### config.mk
export PLATFORM = sky130hd
export DESIGN_NAME = shift_unit_pipe
export DESIGN_NICKNAME = d
export VERILOG_FILES = /design/src/rtl/shift_unit_pipe.sv
export SDC_FILE = /design/constraint.sdc
export NUM_CORES = 1
export LEC_CHECK = 0
export ABC_AREA = 1
export CAP_MARGIN = 20
export CORE_ASPECT_RATIO = 0.5
export CORE_UTILIZATION = 61
export CTS_CLUSTER_DIAMETER = 40
export DETAILED_ROUTE_END_ITERATION = 8
export PLACE_DENSITY = 0.95
export SYNTH_ARGS = -nofsm -noshare
export SYNTH_HDL_FRONTEND = slang
export SYNTH_SLANG_ARGS = --single-unit
### constraint.sdc
create_clock -name clk -period 8.4 [get_ports clk]
set_clock_uncertainty 0.05 [all_clocks]
set_input_delay 1.68 -clock clk [delete_from_list [all_inputs] [get_ports clk]]
set_output_delay 1.68 -clock clk [all_outputs]
set_load 0.01 [all_outputs]
### src/rtl/shift_unit_pipe.sv
// shift_unit_pipe: pipelined barrel shifter/rotator with word mode, valid/ready flow control and tag passthrough
module shift_unit_pipe #(
    parameter int WIDTH  = 32,
    parameter int STAGES = 2,
    parameter int TAG_W  = 4
) (
    input  logic             clk,
    input  logic             reset,
    input  logic             in_valid,
    output logic             in_ready,
    input  logic [WIDTH-1:0] in_a,
    input  logic [WIDTH-1:0] in_b,
    input  logic [2:0]       in_op,
    input  logic             in_word,
    input  logic [TAG_W-1:0] in_tag,
    output logic             out_valid,
    input  logic             out_ready,
    output logic [WIDTH-1:0] out_result,
    output logic [TAG_W-1:0] out_tag,
    output logic             out_illegal
);
    localparam int SHW = $clog2(WIDTH);
    localparam logic [2:0] OP_SLL = 3'd0;
    localparam logic [2:0] OP_SRL = 3'd1;
    localparam logic [2:0] OP_SRA = 3'd2;
    localparam logic [2:0] OP_ROL = 3'd3;
    localparam logic [2:0] OP_ROR = 3'd4;

    // One barrel level: shift/rotate by s, either full width or within the low word
    function automatic logic [WIDTH-1:0] lvl(input logic [WIDTH-1:0] x, input logic [2:0] op,
                                             input logic w, input int s);
        logic [31:0]      l;
        logic [31:0]      sra_l;
        logic [31:0]      r32;
        logic [WIDTH-1:0] sra_x;
        logic [WIDTH-1:0] r;
        l     = x[31:0];
        sra_l = $signed(l) >>> s;
        sra_x = $signed(x) >>> s;
        r32 = op == OP_SLL ? l << s :
              op == OP_SRL ? l >> s :
              op == OP_SRA ? sra_l :
              op == OP_ROL ? (l << s) | (l >> (32 - s)) :
              op == OP_ROR ? (l >> s) | (l << (32 - s)) : l;
        r   = op == OP_SLL ? x << s :
              op == OP_SRL ? x >> s :
              op == OP_SRA ? sra_x :
              op == OP_ROL ? (x << s) | (x >> (WIDTH - s)) :
              op == OP_ROR ? (x >> s) | (x << (WIDTH - s)) : x;
        return w ? WIDTH'(r32) : r;
    endfunction

    logic             en;
    logic             word_in;
    logic [SHW-1:0]   amt_in;
    logic             unused_b;

    logic             pv [STAGES];
    logic [WIDTH-1:0] pd [STAGES];
    logic [SHW-1:0]   pa [STAGES];
    logic [2:0]       po [STAGES];
    logic             pw [STAGES];
    logic [TAG_W-1:0] pt [STAGES];
    logic [WIDTH-1:0] nx [STAGES];

    logic             vr  [STAGES];
    logic [WIDTH-1:0] dr  [STAGES];
    logic [SHW-1:0]   ar  [STAGES];
    logic [2:0]       opr [STAGES];
    logic             wr  [STAGES];
    logic [TAG_W-1:0] tr  [STAGES];

    assign word_in     = (WIDTH == 64) && in_word;
    assign amt_in      = word_in ? SHW'(in_b[4:0]) : in_b[SHW-1:0];
    assign unused_b    = ^in_b[WIDTH-1:SHW];
    assign en          = !out_valid || out_ready;
    assign in_ready    = en && !reset;
    assign out_valid   = vr[STAGES-1];
    assign out_result  = dr[STAGES-1];
    assign out_tag     = tr[STAGES-1];
    assign out_illegal = opr[STAGES-1] > OP_ROR;

    // Stage inputs: stage 0 sees the issue port, later stages see the previous register
    always_comb begin
        pv[0] = in_valid;
        pd[0] = in_a;
        pa[0] = amt_in;
        po[0] = in_op;
        pw[0] = word_in;
        pt[0] = in_tag;
        for (int g = 1; g < STAGES; g++) begin
            pv[g] = vr[g-1];
            pd[g] = dr[g-1];
            pa[g] = ar[g-1];
            po[g] = opr[g-1];
            pw[g] = wr[g-1];
            pt[g] = tr[g-1];
        end
    end

    // Each stage applies its share of levels; the last stage also sign-extends words and zeroes reserved ops
    always_comb begin
        for (int g = 0; g < STAGES; g++) begin
            logic [WIDTH-1:0]  x;
            logic signed [31:0] lo;
            logic [WIDTH-1:0]  sx;
            x = pd[g];
            for (int k = 0; k < SHW; k++)
                if ((k * STAGES) / SHW == g && pa[g][k]) x = lvl(x, po[g], pw[g], 1 << k);
            lo = x[31:0];
            sx = WIDTH'(lo);
            if (g == STAGES - 1) x = po[g] > OP_ROR ? '0 : pw[g] ? sx : x;
            nx[g] = x;
        end
    end

    // Pipeline registers: all stages advance together on en; payload loads only behind a valid bit
    always_ff @(posedge clk) begin
        if (reset) begin
            for (int g = 0; g < STAGES; g++) begin
                vr[g]  <= 1'b0;
                dr[g]  <= '0;
                ar[g]  <= '0;
                opr[g] <= '0;
                wr[g]  <= 1'b0;
                tr[g]  <= '0;
            end
        end else if (en) begin
            for (int g = 0; g < STAGES; g++) begin
                vr[g] <= pv[g];
                if (pv[g]) begin
                    dr[g]  <= nx[g];
                    ar[g]  <= pa[g];
                    opr[g] <= po[g];
                    wr[g]  <= pw[g];
                    tr[g]  <= pt[g];
                end
            end
        end
    end
endmodule

==> results.md <==
- FMAX: approximately 200 MHz
- Synth Instances: 1230
- Period utilisation layout: 59.5%
- Cts repair resizes: 0
- Unique masters post-synth: 47
- CTS buffer count: 9
- Area Overhead vs Synth: 9.80%
- CORE AREA: about 13000 um^2
- Pre-Repair DR Iteration Count: 8
- Detail Route Antenna Nets: 0
- CP peak stage delay: 0.67 ns
- 1st-iter DRT viols: around 1200
- Max-slew headroom: 31.7%
- Pin count of the biggest net entering global routing: 59
- Delay-heaviest family, CP: simple AND/OR/NAND/NOR gates
- Clock Latency Late Sink: 0.34 ns
- Total grt overflow: 0
- Slew Limit Fails: 0
- Final Hold Fails: 0
- Period minus WS final: 4.99 ns
- Placer Congestion: roughly 0.99
- Clk sink count: 82
- I/O Buffers: between 80 and 90
- Clock Tree Buf Depth: 2
- CP Class: primary input to flop
- CP max-delay cell: clkdlybuf4s50_1
- Worst path cell trace: clkdlybuf4s50_1 > inv_8 > nand3_4 > nand2_4 > inv_2 > nand2_1 > o22ai_1 > nand2_1 > nand2_1 > nand2_1 > nand2_1 > o21ai_1 > nand2_1 > o21ai_1 > nand2_1 > nand2_1 > nand2_1 > a21oi_1
- Most frequent CP cell: nand2_1
- WL final: 23100 um
- Pleak: 3.78 nW
- Routed vias/inst: approximately 6
- Startpoint types: primary input
- Crit end category: flop
- First-pass GRT wire length: 35700 um
- RSZ-0062 raised after global routing: no
- Overall Global Routing Usage: 33.6%
- Die W: about 160 um
- Worst Reg-to-Reg Cells: 10
- Max-cap violations: 0
- H-tree Lvls: 3
- Die height: 82.7 um
- Io pins: 115
- Vias after detailed routing: 8604
- # hold bufs at CTS: 0
- Clock slew at reported path FFs: 0.06 ns
- Post-CTS Setup Inserts: 0
- Initial antenna violation count: 0
- Vias in the first global route: slightly above 7000
- Final nets: 1308
- Syn Area/Cell: 6.46 um^2
- Final setup vio count: 0
- Fin Hold WS: around 0.51 ns
- CTS tree: built
- Mapped Area: 7950 um^2
- Hold Path Depth: 2
- HPWL after DPL: about 16000 um
- Initial Util: between 60% and 70%
- Full die area: ~14000 um^2
- Top FF cell, synth: edfxtp_1
- Async set-reset flop share out of synthesis: 0%
- Area share of the largest cell type after synthesis: 31.0%
- Cell Pwr Density: 163 nW/um^2
- Syn nets: 1306
- Worst path depth: 18
- Outcome: complete, no violations
- Yosys warns: 0
- Remaining DRCs: 0
- CP required: approximately 8.5 ns
- Worst ir drop on vdd: 128 uV
- Layout cells sized above 1: 6.95%
- Worst-path fanout max: 42
- N_diodes: 0
- Hold WC Path Type: flop to flop
- DR WL/cell: 16.4 um
- Synth area leaders: edfxtp_1, nand2_1, o21ai_0
- Final setup TNS: 0 ns
- Post-synth EDFFs: between 80 and 90
- FF+latch count, synth: 82
- Root Buffer: clkbuf_16
- CP Data Arrival Time: between 5 and 6 ns
- Worst path bufs/invs: 3
- Row cnt: 29
- Seq/Total Area, Yosys: 31.0%
- Synth area leader: edfxtp_1
- Actual slew at the worst max-slew pin: 1.02 ns
-- worst reg2reg max path, stage by stage, from the launching register on --
cell and delay, ns:
edfxtp_1 0.51, nor3_4 0.76, inv_2 0.28, nand2_1 0.23
inv_1 0.09, a21oi_2 0.35, o21ai_2 0.13, nand2_1 0.11
nand2_2 0.18, a21oi_1 0.24, nor2_1 0.09
-- cells by family after synthesis --
group | count (synthesis) | share of synthesized area, %
flops | 82 | 31.0
compound gates | 286 | 20.9
simple gates | 655 | 34.8
buf+inv | 207 | 13.3
-- placed cells by master, fill, tap and decap left out, types with 2 or more instances in the layout --
cell type,Yosys,final
clkbuf_16,0,9
o21ai_2,12,12
a22oi_1,3,3
o22ai_1,25,25
clkinvlp_4,0,3
o211ai_1,23,23
a31oi_1,8,8
nand3_2,4,4
o21ai_0,96,95
inv_2,9,9
buf_4,38,8
clkinv_1,1,2
nand4_1,5,5
nor2_1,86,85
a21oi_2,8,8
o32ai_1,3,3
nand3_1,86,86
nand2_1,428,428
nand2_2,10,10
o21ai_1,17,17
nor3_1,15,15
clkdlybuf4s50_1,0,86
inv_1,92,92
inv_6,0,2
a21oi_1,81,81
nand3_4,2,2
or2_2,2,2
nor2_4,4,4
nor2_2,3,4
a211oi_1,2,2
or2_1,4,4
edfxtp_1,82,82
o221ai_1,4,4
nand2_4,3,3
-- cell type report --
class / count / area [um^2]
clock buffer: 9 / 225
clock inverter: 7 / 52.6
fill: 1128 / 3970
inverter: 103 / 394
multi-input combinational: 941 / 4440
sequential: 82 / 2460
tap: 170 / 213
timing repair buffer: 95 / 941
-- registers in the layout (all words and copies together) (netlist names) --
name / cells
opr: 6
dr: 64
tr: 8
ar: 2
vr: 2
-- power breakdown --
part	switching, mW	total [mW]	internal, mW
clock	0.159	0.361	0.201
combinational	0.348	0.528	0.180
sequential	0.0257	0.531	0.505
-- cell usage after synthesis, types with 2 or more instances --
cell type,instances
a22oi_1,3
buf_2,25
o21ai_2,12
edfxtp_1,82
or2_2,2
nand2_1,428
a31oi_1,8
o221ai_1,4
a21oi_2,8
o211ai_1,23
o22ai_1,25
nand2_4,3
nand3_4,2
nand2_2,10
nor2_4,4
nand3_2,4
inv_2,9
inv_1,92
nand4_1,5
nor3_1,15
a21oi_1,81
nor2_1,86
o32ai_1,3
o21ai_1,17
buf_1,2
o21ai_0,96
buf_4,38
nand3_1,86
a211oi_1,2
buf_6,10
or2_1,4
clkbuf_1,24
nor2_2,3
-- metal layers --
| metal | part of all wire [%] | global-route usage, % | routed length, um | up-vias |
|---|---|---|---|---|
| met5 | 0 | 0 | 0 | - |
| met4 | 2.3 | 11.6 | 541 | 0 |
| met3 | 12 | 3.70 | 2710 | 60 |
| met2 | 45 | 55.3 | 10300 | 612 |
| met1 | 41 | 46.4 | 9530 | 3846 |
| li1 | - | - | - | 4086 |
-- stage by stage --
stage	instance area (um^2)	power [mW]	setup WS, ns	std cells	utilization, %
global placement	8420	1.03	3.23	1389	66.3
finish	8730	1.42	3.41	1407	68.7
floorplan	7950	0.911	3.26	1230	-
global route	8730	1.49	3.19	1407	68.7
detailed placement	8420	1.04	3.17	1389	66.3
CTS	8700	1.40	3.50	1405	68.5
-- final timing paths --
check	start	end	slack, ns
worst max-delay path	in_op[2]	dr[0][24]	3.41
worst min-delay path	tr[0][1]	tr[0][5]	0.51
worst max register to register	opr[0][2]	dr[0][51]	5.12
worst min register to register	tr[0][1]	tr[0][5]	0.51
Note: power is estimated with default switching activity, not from simulation.
